==> src/rtl/updown_sweep_ctrl_pkg.sv <==
// Shared definitions for the up/down sweep sequencer: controller state encoding and
// counter direction codes used by both the controller and the counter core.
package updown_sweep_ctrl_pkg;

  typedef enum logic [1:0] {
    ST_IDLE = 2'd0,
    ST_UP   = 2'd1,
    ST_DOWN = 2'd2,
    ST_DONE = 2'd3
  } state_t;

  localparam logic DIR_UP = 1'b1;
  localparam logic DIR_DN = 1'b0;

endpackage

==> src/rtl/updown_sweep_ctrl_core.sv <==
// Plain up/down counter datapath: synchronous load has priority over counting,
// counting only happens while en is high, direction chosen by mode.
module updown_sweep_ctrl_core
  import updown_sweep_ctrl_pkg::*;
#(
  parameter int WIDTH = 8
) (
  input  logic             clk,
  input  logic             clear_n,
  input  logic             ld,
  input  logic [WIDTH-1:0] d_in,
  input  logic             mode,
  input  logic             en,
  output logic [WIDTH-1:0] count
);

  always_ff @(posedge clk or negedge clear_n) begin
    if (!clear_n) begin
      count <= '0;
    end else if (ld) begin
      count <= d_in;
    end else if (en) begin
      count <= (mode == DIR_UP) ? count + WIDTH'(1) : count - WIDTH'(1);
    end
  end

endmodule

==> src/rtl/updown_sweep_ctrl.sv <==
// Triangle-sweep sequencer: loads lo, counts up to hi and back to lo, repeated for a
// programmed number of sweeps (0 = until abort). Owns the counter core's controls.
//
// state   | meaning
// --------+-----------------------------------------------------------
// ST_IDLE | waiting for start; bounds validated here, err on lo >= hi
// ST_UP   | counting toward latched hi, dir = 1
// ST_DOWN | counting toward latched lo, sweep bookkeeping at the floor
// ST_DONE | one-cycle done pulse, count parked at lo
module updown_sweep_ctrl
  import updown_sweep_ctrl_pkg::*;
#(
  parameter int WIDTH   = 8,
  parameter int SWEEP_W = 8
) (
  input  logic               clk,
  input  logic               clear_n,
  input  logic               start,
  input  logic               abort,
  input  logic [WIDTH-1:0]   lo_val,
  input  logic [WIDTH-1:0]   hi_val,
  input  logic [SWEEP_W-1:0] sweeps,
  output logic [WIDTH-1:0]   count,
  output logic               dir,
  output logic               busy,
  output logic               done,
  output logic               err
);

  state_t             state, state_nxt;
  logic [WIDTH-1:0]   lo_r, hi_r;
  logic [SWEEP_W-1:0] remaining;
  logic               accept, reject, at_peak, at_floor;
  logic               ld, en, mode;

  // abort in IDLE suppresses both a load and an error report
  assign accept   = (state == ST_IDLE) && start && !abort && (lo_val < hi_val);
  assign reject   = (state == ST_IDLE) && start && !abort && (lo_val >= hi_val);
  assign at_peak  = (count + WIDTH'(1)) == hi_r;
  assign at_floor = (count - WIDTH'(1)) == lo_r;

  always_ff @(posedge clk or negedge clear_n) begin
    if (!clear_n) begin
      state <= ST_IDLE;
    end else begin
      state <= state_nxt;
    end
  end

  always_comb begin
    state_nxt = state;
    if (state != ST_IDLE && abort) begin
      state_nxt = ST_IDLE;
    end else begin
      case (state)
        ST_IDLE: if (accept) state_nxt = ST_UP;
        ST_UP:   if (at_peak) state_nxt = ST_DOWN;
        ST_DOWN: begin
          if (at_floor) begin
            // remaining == 0 means continuous: always turn around
            state_nxt = (remaining == SWEEP_W'(1)) ? ST_DONE : ST_UP;
          end
        end
        ST_DONE: state_nxt = ST_IDLE;
        default: state_nxt = ST_IDLE;
      endcase
    end
  end

  always_comb begin
    busy = 1'b0;
    dir  = DIR_DN;
    done = 1'b0;
    ld   = accept;
    en   = 1'b0;
    case (state)
      ST_UP: begin
        busy = 1'b1;
        dir  = DIR_UP;
        en   = !abort;
      end
      ST_DOWN: begin
        busy = 1'b1;
        en   = !abort;
      end
      ST_DONE: done = 1'b1;
      default: ;
    endcase
    mode = dir;
  end

  always_ff @(posedge clk or negedge clear_n) begin
    if (!clear_n) begin
      lo_r      <= '0;
      hi_r      <= '0;
      remaining <= '0;
      err       <= 1'b0;
    end else begin
      err <= reject;
      if (accept) begin
        lo_r      <= lo_val;
        hi_r      <= hi_val;
        remaining <= sweeps;
      end else if (state == ST_DOWN && at_floor && !abort && remaining > SWEEP_W'(1)) begin
        remaining <= remaining - SWEEP_W'(1);
      end
    end
  end

  updown_sweep_ctrl_core #(
    .WIDTH(WIDTH)
  ) u_core (
    .clk     (clk),
    .clear_n (clear_n),
    .ld      (ld),
    .d_in    (lo_val),
    .mode    (mode),
    .en      (en),
    .count   (count)
  );

endmodule

==> config.mk <==
export PLATFORM = sky130hd
export DESIGN_NAME = updown_sweep_ctrl
export DESIGN_NICKNAME = d
export VERILOG_FILES = /design/src/rtl/updown_sweep_ctrl_pkg.sv /design/src/rtl/updown_sweep_ctrl_core.sv /design/src/rtl/updown_sweep_ctrl.sv
export SDC_FILE = /design/constraint.sdc
export NUM_CORES = 1
export LEC_CHECK = 0
export CAP_MARGIN = 20
export CORE_UTILIZATION = 30
export CTS_BUF_LIST = sky130_fd_sc_hd__clkbuf_8
export DETAILED_ROUTE_END_ITERATION = 8
export PLACE_DENSITY = 0.62
export REMOVE_ABC_BUFFERS = 1
export SLEW_MARGIN = 20
export SYNTH_ARGS = -nofsm -noshare
export SYNTH_HDL_FRONTEND = slang
export SYNTH_SLANG_ARGS = --single-unit
export TNS_END_PERCENT = 10
==> constraint.sdc <==
create_clock -name clk -period 2.6 [get_ports clk]
set_input_delay 0.39 -clock clk [delete_from_list [all_inputs] [get_ports clk]]
set_output_delay 0.39 -clock clk [all_outputs]
set_load 0.05 [all_outputs]
==> results.txt <==
Tcrit/Tclk final: 1.04
Synth top area share: 0.354
Synth warn: 0
Hold/Removal Path Class: flop to flop
Status: complete, but fails checks
Non-Filler Instances: 452
Global route hottest layer: met2
Root buffer cell: clkbuf_8
Post-synth EDFFs: 0
Setup TNS: -0.220 ns
Initial DRC count: 133
DR DRC count: 0
Hold Slack: 0.507 ns
Core area: 0.00785 mm^2
Flops & latches, synth: 35
Mapped Avg Cell Area: 9.07 um^2
Worst Skew: 0.00785 ns
Top fanout value on the critical path: 6
Starting Density: 0.315
Die X: 92.8 um
Clock Path Buffers: 2
DRT Wirelength: 6.32 mm
Antenna cell count: 0
Global Route met3 Usage: 0.0296
Drt pass-1 iters: 4
Critical-path top delay cell: a2111o_1
Worst path top cell family by delay: simple AND/OR/NAND/NOR gates
Slew Limit Fails: 0
Sequential area share after synthesis: 0.354
Gate Count Post-Synth: 273
Final worst slack: -0.0996 ns
Cells after DPL: 437
CTS Sinks: 35
Post-DP Area: 0.00321 mm^2
CP Capture Type: flop
Clk slew on worst S/H paths: 0.08 ns
Std cell rows: 32
Finished Cell Area: 0.00344 mm^2
Met1 Use GR: 0.204
PD cells: 1130 mW/mm^2
Failing checks: setup timing
Hold path depth: 2
Leak: 1.48 nW
First-pass GRT wire length: 10.8 mm
Yosys top cell by area: dfrtp_1
Buf+Inv Stages, Crit Path: 1
VDD IR max: 0.000455 V
Final Setup Violations: 6
Met2 Use GR: 0.268
Commonest register cell after synthesis: dfrtp_1
Vias in the first global route: 2,341
Pin count of the biggest net entering global routing: 36
Slew Limit Headroom: 0.661
CP peak stage delay: 0.53 ns
RSZ-0062 raised after global routing: yes
Gr ovfl total: 0
Critical-path cell list: or3_4 -> or4_4 -> or2_4 -> a2111o_1 -> buf_6 -> or3_1 -> a31oi_1
TritonCTS clock tree: yes
Wire per inst: 14.0 um
Area delta synth->final: 39.0%
Die ar.: 0.00862 mm^2
Ranking of synthesized cells by area: dfrtp_1 (35%), ha_1 (8.1%), xnor2_1 (6.0%)
Layout Nets: 393
Num CTS Buffers: 5
Ys async rst share: 1.00
Setup crit start kind: flop
Overall Global Routing Usage: 0.158
Top achievable clock speed: 0.370 GHz
Final HPWL DP: 4.74 mm
Vias per std cell: 5.09
Hold Vio Cnt, Final: 0
Share of post-route cells with drive strength above 1: 0.220
GPL Wtd Cong: 0.830
DIE HEIGHT: 92.8 um
Yosys cell types: 51
Req. time, crit path: 2.81 ns
Worst R2R Path Depth: 7
Slew @ Worst Pin: 0.507 ns
Cell depth of the worst setup path: 7
Initial antenna violation count: 0
Synth Cell Area: 0.00247 mm^2
Max-cap violations: 0
Io pins: 40
Critical Setup Path Class: flop to flop
CP Data Arrival Time: 2.91 ns
Antenna viol nets, final: 0
Fin crit period: 2.70 ns
Port Buf Inserts: 39
Routed via count: 2,300
Layout fillers: 796
H-tree levels: 2
Clk Latency, worst-skew pair: 0.29 ns
==> final cells by class <==
| cell class | instances | area (um^2) | share of cell area |
|---|---|---|---|
| multi-input cells | 207 | 1530 | 0.445 |
| flip-flops and latches | 35 | 876 | 0.255 |
| repair buffers | 83 | 741 | 0.215 |
| well taps | 102 | 128 | 0.0371 |
| clock buffers | 7 | 96.3 | 0.0280 |
| inverters | 17 | 63.8 | 0.0185 |
| clock inverters | 1 | 3.75 | 0.00109 |
==> repair_timing <==
action | 4_1_cts | 5_1_grt
hold endpoints to repair | 0 | 0
buffers inserted | 2 | 4
endpoints found under the setup margin | 9 | 10
cloned | 1 | 0
gates resized for setup | 6 | 10
pin swaps | 11 | 9
hold buffers | 0 | 0
==> synthesized netlist by cell type (2+ instances only) <==
cell and count:
clkbuf_1 9, a31oi_1 6, nand2_1 16, a2111o_1 2, nand3_1 6, xor2_1 9, o21ai_0 20, nand2b_1 4
or3_1 7, o211ai_1 2, dfrtp_1 35, o32ai_1 2, or3_2 4, or4_1 2, nor2_1 23, inv_1 17
buf_1 3, a21o_1 3, xnor2_1 17, a21oi_1 14, and3_1 4, mux2_2 9, nand4_1 6, mux2i_1 5
buf_6 3, nor2b_1 4, ha_1 16, or2_2 2
==> cell usage in the layout, fill, tap and decap left out, drive strengths merged, types with 2 or more instances in the layout <==
cell           netlist  routed
buf                  6      44
nand2               16      16
or4                  3       3
inv                 17      18
a21o                 3       3
o21ai               20      20
a2111o               2       3
xor2                 9       9
dfrtp               35      35
a21oi               14      14
ha                  16      16
nand3                6       6
nand2b               4       4
o211ai               2       2
and3                 4       4
mux2                 9       9
or2                  3       3
clkbuf               9       7
nor2                23      23
nand4                6       6
o32ai                2       2
clkdlybuf4s50        0      39
a31oi                6       6
nor2b                4       4
mux2i                5       5
xnor2               17      17
or3                 12      12
==> registers in the layout (all words and copies together) (netlist names) <==
name and count:
state 2, lo_r 8, err 1, hi_r 8, remaining 8, u_core.count 8
==> power breakdown <==
| group | internal [W] | switching [W] |
|---|---|---|
| combinational | 0.00111 | 0.00133 |
| sequential | 0.000805 | 0.000209 |
| clock | 0.000238 | 0.000206 |
| total | 0.00216 | 0.00174 |
==> stage by stage <==
stage	setup WS (ns)	total power (W)	utilization
final	-0.0996	0.00390	0.438
after global routing	-0.187	0.00419	0.438
after CTS	-0.0860	0.00377	0.428
after detailed placement	-0.171	0.00329	0.409
after global placement	-0.138	0.00325	0.409
after floorplan	-1.03	0.00248	-
==> worst min-delay path, cell delays in order, from the launching register on <==
cell     delay (ns)
dfrtp_1        0.36
nand2_1        0.05
o21ai_0        0.06
==> path summary, 6_finish.rpt <==
check | from | endpoint | slack, ns
min reg2reg | hi_r[1]$_DFFE_PN0P_ | hi_r[1]$_DFFE_PN0P_ | 0.51
max | u_core.count[0]$_DFFE_PN0P_ | remaining[2]$_DFFE_PN0P_ | -0.1
min | hi_r[1]$_DFFE_PN0P_ | hi_r[1]$_DFFE_PN0P_ | 0.51
max reg2reg | u_core.count[0]$_DFFE_PN0P_ | remaining[2]$_DFFE_PN0P_ | -0.1
min in group asynchronous | clear_n | remaining[4]$_DFFE_PN0P_ | 0.52
max in group asynchronous | clear_n | hi_r[4]$_DFFE_PN0P_ | 1.75
==> layer usage <==
| metal | wire length, um | part of all wire |
|---|---|---|
| met5 | 0 | 0 |
| met4 | 72 | 0.011 |
| met3 | 231 | 0.037 |
| met2 | 2990 | 0.47 |
| met1 | 3030 | 0.48 |
==> kinds of logic after synthesis <==
logic type / count (synthesis) / share of synthesized area
muxes: 14 / 0.0612
and+or+nand+nor: 86 / 0.186
xor gates and xnor gates: 26 / 0.0920
buffers and inverters: 32 / 0.0576
adders and majority gates: 16 / 0.0809
DFF: 35 / 0.354
AOI/OAI and AO/OA: 64 / 0.168
Note: power is estimated with default switching activity, not from simulation.
